[config.mk]
export PLATFORM = sky130hd
export DESIGN_NAME = i2s_rx
export DESIGN_NICKNAME = d
export VERILOG_FILES = /design/src/rtl/i2s_rx.sv
export SDC_FILE = /design/constraint.sdc
export NUM_CORES = 1
export LEC_CHECK = 0
export BUFFER_PORTS_ARGS = -buffer_cell sky130_fd_sc_hd__buf_2
export CAP_MARGIN = 40
export CORE_MARGIN = 4
export CORE_UTILIZATION = 60
export CTS_CLUSTER_SIZE = 24
export DETAILED_ROUTE_END_ITERATION = 16
export PLACE_DENSITY = 0.8
export SYNTH_ARGS = -nofsm -noshare
export SYNTH_HDL_FRONTEND = slang
export SYNTH_SLANG_ARGS = --single-unit
[constraint.sdc]
create_clock -name CLK -period 7.5 [get_ports CLK]
set_input_delay 2.25 -clock CLK [delete_from_list [all_inputs] [get_ports CLK]]
set_output_delay 2.25 -clock CLK [all_outputs]
set_load 0.05 [all_outputs]
[src/rtl/i2s_rx.sv]
// i2s_rx: oversampled I2S receiver, captures WORD_W-bit stereo pairs into a small FIFO.
// Optional peak meters (peak_left/peak_right/peak_clr) are built when I2S_RX_PEAK_EN is defined.
//   state    | meaning
//   ALIGN    | waiting for LRCLK fall (start of a left word)
//   SKIP     | ignoring the one-bit I2S delay slot
//   SHIFT    | capturing data bits MSB first
//   DONE     | word committed, ignoring slot padding until next LRCLK edge
module i2s_rx #(
    parameter int FIFO_DEPTH = 4,
    parameter int WORD_W     = 24
) (
    input  logic                          CLK,
    input  logic                          RESET,
    input  logic                          SCLK,
    input  logic                          LRCLK,
    input  logic                          Din,
    input  logic                          enable,
    output logic [WORD_W-1:0]             sample_left,
    output logic [WORD_W-1:0]             sample_right,
    output logic                          sample_valid,
    input  logic                          sample_ready,
    output logic [$clog2(FIFO_DEPTH):0]   fifo_level,
    output logic                          overrun,
    input  logic                          overrun_clr
`ifdef I2S_RX_PEAK_EN
    ,
    output logic [WORD_W-2:0]             peak_left,
    output logic [WORD_W-2:0]             peak_right,
    input  logic                          peak_clr
`endif
);
    localparam int PTR_W = $clog2(FIFO_DEPTH);
    localparam int LVL_W = PTR_W + 1;
    localparam int CNT_W = $clog2(WORD_W);
    localparam logic [CNT_W-1:0] CNT_MAX  = CNT_W'(WORD_W - 1);
    localparam logic [LVL_W-1:0] LVL_FULL = LVL_W'(FIFO_DEPTH);

    localparam logic [1:0] ST_ALIGN = 2'd0;
    localparam logic [1:0] ST_SKIP  = 2'd1;
    localparam logic [1:0] ST_SHIFT = 2'd2;
    localparam logic [1:0] ST_DONE  = 2'd3;

    logic [2:0]              sclk_sync_q, sclk_sync_d;
    logic [2:0]              lr_sync_q, lr_sync_d;
    logic [1:0]              din_sync_q, din_sync_d;
    logic [1:0]              state_q, state_d;
    logic                    chan_q, chan_d;
    logic [CNT_W-1:0]        bit_cnt_q, bit_cnt_d;
    logic [WORD_W-1:0]       shift_q, shift_d;
    logic [WORD_W-1:0]       left_hold_q, left_hold_d;
    logic [2*WORD_W-1:0]     mem_q [FIFO_DEPTH];
    logic [PTR_W-1:0]        wr_ptr_q, wr_ptr_d, rd_ptr_q, rd_ptr_d;
    logic [LVL_W-1:0]        level_q, level_d;
    logic [WORD_W-1:0]       out_left_q, out_left_d, out_right_q, out_right_d;
    logic                    overrun_q, overrun_d;

    logic                    sclk_rise, lr_edge, lr_fall, lr_now, din_bit;
    logic                    commit, push_req, push, pop, drop;
    logic [WORD_W-1:0]       commit_word, shift_bit;
    logic [2*WORD_W-1:0]     push_data;

    // Din is taken from the same synchroniser depth as the SCLK edge it belongs to.
    assign sclk_rise = sclk_sync_q[1] & ~sclk_sync_q[2];
    assign lr_now    = lr_sync_q[1];
    assign lr_edge   = lr_sync_q[1] ^ lr_sync_q[2];
    assign lr_fall   = lr_edge & ~lr_now;
    assign din_bit   = din_sync_q[1];

    always_comb begin
        sclk_sync_d = {sclk_sync_q[1:0], SCLK};
        lr_sync_d   = {lr_sync_q[1:0], LRCLK};
        din_sync_d  = {din_sync_q[0], Din};
        state_d     = state_q;
        chan_d      = chan_q;
        bit_cnt_d   = bit_cnt_q;
        shift_d     = shift_q;
        commit      = 1'b0;
        commit_word = shift_q;
        shift_bit   = shift_q;
        shift_bit[CNT_MAX - bit_cnt_q] = din_bit;

        if (!enable) begin
            state_d = ST_ALIGN;
        end else begin
            case (state_q)
                ST_ALIGN: begin
                    if (lr_fall) begin
                        state_d = ST_SKIP;
                        chan_d  = 1'b0;
                        shift_d = '0;
                    end
                end
                ST_SKIP: begin
                    if (lr_edge) begin
                        state_d = ST_ALIGN;
                    end else if (sclk_rise) begin
                        state_d   = ST_SHIFT;
                        bit_cnt_d = '0;
                    end
                end
                ST_SHIFT: begin
                    // Early LRCLK edge: short slot, keep what arrived left-justified.
                    if (lr_edge) begin
                        commit  = 1'b1;
                        state_d = ST_SKIP;
                        chan_d  = lr_now;
                        shift_d = '0;
                    end else if (sclk_rise) begin
                        shift_d   = shift_bit;
                        bit_cnt_d = bit_cnt_q + CNT_W'(1);
                        if (bit_cnt_q == CNT_MAX) begin
                            commit      = 1'b1;
                            commit_word = shift_bit;
                            state_d     = ST_DONE;
                        end
                    end
                end
                default: begin
                    if (lr_edge) begin
                        state_d = ST_SKIP;
                        chan_d  = lr_now;
                        shift_d = '0;
                    end
                end
            endcase
        end

        left_hold_d = (commit && !chan_q) ? commit_word : left_hold_q;
        push_req    = commit & chan_q;
        push_data   = {left_hold_q, commit_word};
    end

    always_comb begin
        pop       = (level_q != '0) && sample_ready;
        drop      = push_req && (level_q == LVL_FULL);
        push      = push_req && !drop;
        wr_ptr_d  = push ? wr_ptr_q + PTR_W'(1) : wr_ptr_q;
        rd_ptr_d  = pop ? rd_ptr_q + PTR_W'(1) : rd_ptr_q;
        level_d   = level_q;
        if (push && !pop) begin
            level_d = level_q + LVL_W'(1);
        end else if (!push && pop) begin
            level_d = level_q - LVL_W'(1);
        end
        out_left_d  = out_left_q;
        out_right_d = out_right_q;
        // Head register: bypass a push landing on the new head slot, otherwise read memory.
        if (push && (wr_ptr_q == rd_ptr_d)) begin
            {out_left_d, out_right_d} = push_data;
        end else if (pop && (level_q > LVL_W'(1))) begin
            {out_left_d, out_right_d} = mem_q[rd_ptr_d];
        end
        overrun_d = overrun_q;
        if (overrun_clr) overrun_d = 1'b0;
        if (drop)        overrun_d = 1'b1;
    end

    always_ff @(posedge CLK) begin
        if (RESET) begin
            sclk_sync_q <= '0;
            lr_sync_q   <= '0;
            din_sync_q  <= '0;
            state_q     <= ST_ALIGN;
            chan_q      <= 1'b0;
            bit_cnt_q   <= '0;
            shift_q     <= '0;
            left_hold_q <= '0;
            wr_ptr_q    <= '0;
            rd_ptr_q    <= '0;
            level_q     <= '0;
            out_left_q  <= '0;
            out_right_q <= '0;
            overrun_q   <= 1'b0;
        end else begin
            sclk_sync_q <= sclk_sync_d;
            lr_sync_q   <= lr_sync_d;
            din_sync_q  <= din_sync_d;
            state_q     <= state_d;
            chan_q      <= chan_d;
            bit_cnt_q   <= bit_cnt_d;
            shift_q     <= shift_d;
            left_hold_q <= left_hold_d;
            wr_ptr_q    <= wr_ptr_d;
            rd_ptr_q    <= rd_ptr_d;
            level_q     <= level_d;
            out_left_q  <= out_left_d;
            out_right_q <= out_right_d;
            overrun_q   <= overrun_d;
        end
    end

    always_ff @(posedge CLK) begin
        if (push) mem_q[wr_ptr_q] <= push_data;
    end

    assign sample_left  = out_left_q;
    assign sample_right = out_right_q;
    assign sample_valid = (level_q != '0);
    assign fifo_level   = level_q;
    assign overrun      = overrun_q;

`ifdef I2S_RX_PEAK_EN
    logic [WORD_W-2:0] peak_left_q, peak_left_d, peak_right_q, peak_right_d, commit_mag;
    logic [WORD_W-1:0] commit_abs;

    always_comb begin
        commit_abs   = commit_word[WORD_W-1] ? -commit_word : commit_word;
        // Only the most negative code still has its MSB set after negation; clamp it.
        commit_mag   = commit_abs[WORD_W-1] ? '1 : commit_abs[WORD_W-2:0];
        peak_left_d  = peak_left_q;
        peak_right_d = peak_right_q;
        if (peak_clr) begin
            peak_left_d  = (commit && !chan_q) ? commit_mag : '0;
            peak_right_d = (commit && chan_q) ? commit_mag : '0;
        end else begin
            if (commit && !chan_q && (commit_mag > peak_left_q))  peak_left_d  = commit_mag;
            if (commit && chan_q && (commit_mag > peak_right_q))  peak_right_d = commit_mag;
        end
    end

    always_ff @(posedge CLK) begin
        if (RESET) begin
            peak_left_q  <= '0;
            peak_right_q <= '0;
        end else begin
            peak_left_q  <= peak_left_d;
            peak_right_q <= peak_right_d;
        end
    end

    assign peak_left  = peak_left_q;
    assign peak_right = peak_right_q;
`endif
endmodule

==> flow_metrics.env <==
export IMPL_status="finished, final reports clean"
export IMPL_cpPeakStageDelay_ns=0.69
export IMPL_die_area_mm2=0.02729
export IMPL_cts_tree="yes"
export IMPL_post_synthesis_sequential_element_count=312
export IMPL_post_cts_resize_count=0
export IMPL_initial_standard_cell_utilization_of_the_core=0.6096
export IMPL_synth_enable_flop_cells=192
export IMPL_clock_root_buffer="clkbuf_16"
export IMPL_max_cap_violations=0
export IMPL_clockBufferDepth=3
export IMPL_yosys_warnings=0
export IMPL_grt_overflow=0
export IMPL_crit_path_end_kind="register"
export IMPL_final_hold_worst_slack_ns=0.4380
export IMPL_timing_hold_violations_final=0
export IMPL_ant_nets=0
export IMPL_grt_pass1_vias=10290
export IMPL_tightestPinTransition_ns=0.8930
export IMPL_proportion_of_layout_cells_with_a_drive_suffix_above_1=0.1214
export IMPL_grt_setup_unrepaired="no"
export IMPL_finalInstanceArea_mm2=0.01638
export IMPL_clk_latency_ns=0.51
export IMPL_synth_largest_area_cell="edfxtp_1"
export IMPL_drt_total_wl_mm=34.42
export IMPL_core_area_mm2=0.02432
export IMPL_grt_max_degree=77
export IMPL_setup_tns_final_ns=0
export IMPL_r2r_slack_ns=4.11
export IMPL_route_vias_total=10270
export IMPL_timing_final_max_slew_violations=0
export IMPL_power_per_cell_area_mw_per_mm2=235.9
export IMPL_slowest_stage="a21o_2"
export IMPL_finish_net_count=1286
export IMPL_syn_area_per_cell_um2=11.66
export IMPL_setup_worst_path_start_class="input port"
export IMPL_critPathBufInv=3
export IMPL_clkSinkCount=312
export IMPL_cp_data_required_time_ns=7.87
export IMPL_post_synth_main_area_contributors="edfxtp_1 (39%), mux2i_1 (18%), dfxtp_1 (16%)"
export IMPL_number_of_antenna_violations_at_the_first_check_in_global_routing=0
export IMPL_netlist_area_leader_share=0.3889
export IMPL_cts_buffers=34
export IMPL_globalplace_congestion=0.8264
export IMPL_cts_hold_buffers_added=0
export IMPL_drc=0
export IMPL_post_dp_cell_area_mm2=0.01524
export IMPL_count_of_inserted_antenna_diode_cells=0
export IMPL_max_vdd_ir_drop_v=0.0002349
export IMPL_detail_route_iter0_violations=975
export IMPL_layout_area_overhead_vs_synth_pct=10.49
export IMPL_total_power_mw=3.863
export IMPL_post_route_period_util=0.5660
export IMPL_floorplan_rows=57
export IMPL_setup_violating_endpoint_count_in_the_final_report=0
export IMPL_vias_per_cell=6.380
export IMPL_detailed_placement_hpwl_mm=19.80
export IMPL_worst_path_max_fanout=49
export IMPL_ctsHtreeMaxLevel=2
export IMPL_path_delay_family="buffers and inverters"
export IMPL_final_instance_count_excl_fill=1609
export IMPL_first_pass_grt_wire_length_mm=54.47
export IMPL_postCtsSetupBuffers=0
export IMPL_mappedNetlistNets=1297
export IMPL_synthesis_instances=1271
export IMPL_clock_skew_final_ns=0.01497
export IMPL_fin_crit_ns=4.245
export IMPL_numPortBuffers=60
export IMPL_route_detailed_wl_per_inst_um=21.39
export IMPL_crit_top_cell="buf_4"
export IMPL_clk_pin_slew_worst_paths_ns=0.06
export IMPL_synth_async_sr_flop_share=0
export IMPL_total_leakage_power_nw=5.182
export IMPL_dominantRegCellSynth="edfxtp_1"
export IMPL_synth_seq_area_share=0.5510
export IMPL_drt_pre_antenna_iters=6
export IMPL_maxSlewHeadroom=0.4047
export IMPL_cells_along_the_critical_path="buf_2, nor3b_1, o211ai_1, buf_4, a21o_2, buf_4, a311oi_1"
export IMPL_grt_usage=0.2532
export IMPL_yosysUniqueCellTypes=52
export IMPL_synth_area_mm2=0.01482
export IMPL_post_place_cells=1548
export IMPL_hold_path_class="register to register"
export IMPL_fill_cells=1725
export IMPL_arrival_ns=4.61
export IMPL_pre_cts_ws_ns=2.773
export IMPL_worst_path_class_setup="input port to register"
export IMPL_fmax_achieved_ghz=0.2356
export IMPL_die_height_um=165.2
export IMPL_layout_setup_ws_ns=3.255
export IMPL_chipWidth_um=165.2
export IMPL_final_core_occ=0.6735
export IMPL_boundary_pin_count=61
## cells in the mapped netlist, types with 7 or more instances
library cell	n
dfxtp_1	120
inv_1	13
buf_2	41
buf_4	10
nand2_1	30
clkbuf_1	68
nor2_1	138
a22oi_1	48
edfxtp_1	192
a211oi_1	48
a31oi_1	13
ha_1	18
nand4_1	7
o21ai_0	71
a311oi_1	47
nor2b_1	14
mux2i_1	266
a21oi_1	45
## registers in the layout, summed over array words and instances (netlist names), 3 cells and up
signal	count
left_hold_q	24
mem_q	192
fifo_level	3
sample_left	24
shift_q	24
bit_cnt_q	5
lr_sync_q	3
sclk_sync_q	3
sample_right	24
## power by group
group	internal (mW)	switching (mW)
Clock	1.04	0.655
Combinational	0.127	0.221
Sequential	1.81	0.0121
Total	2.97	0.889
## worst paths after layout
path	from	end	depth (start not counted)
hold / removal	din_sync_q[0]$_SDFF_PP0_	din_sync_q[1]$_SDFF_PP0_	1
setup / recovery	sample_ready	sample_right[14]$_SDFFE_PP0P_	7
hold reg to reg	din_sync_q[0]$_SDFF_PP0_	din_sync_q[1]$_SDFF_PP0_	1
setup reg to reg	fifo_level[0]$_SDFFE_PP0P_	sample_right[14]$_SDFFE_PP0P_	10
## area by class of cell
cell class	count	area (um^2)	share of cell area
Tap cell	324	405.4	0.02475
Multi-Input combinational cell	817	6042	0.3689
Sequential cell	312	8172	0.4989
Inverter	15	56.30	0.003437
Clock buffer	51	1007	0.06149
Timing Repair Buffer	80	560.5	0.03422
Clock inverter	10	136.4	0.008326
## kinds of logic (layout without fill, tap and decap cells)
logic type,count (synthesis),after routing,synth area share
multiplexers,272,272,0.1842
buffers and inverters,142,156,0.04364
adder cells (fa/ha/maj),18,18,0.01519
XOR/XNOR,5,5,0.002955
flip-flops,312,312,0.5510
AO/OA/AOI/OAI,293,293,0.1334
AND/OR/NAND/NOR,229,229,0.06963
## placed cells by master, fill, tap and decap left out, drive strengths merged, types with 8 or more instances in the layout
cell and instances:
edfxtp 192, a22oi 48, nand2 30, nor2 138, nand4 8, a211oi 48
clkbuf 51, inv 18, o21ai 76, a31oi 13, buf 80, a311oi 48
a21oi 45, ha 18, mux2i 266, dfxtp 120, nor2b 15
## per-layer routing
layer  track usage  vias to the layer above  part of all wire  wire length, um
li1              -                     4760                 -                -
met5             0                        -                 0                0
met3       0.03946                       72             0.074             2542
met4       0.07788                        0             0.023              782
met1        0.3328                     5017              0.42            14300
met2        0.4345                      416              0.49            16800
No activity file was read; power rests on OpenSTA's default activity.
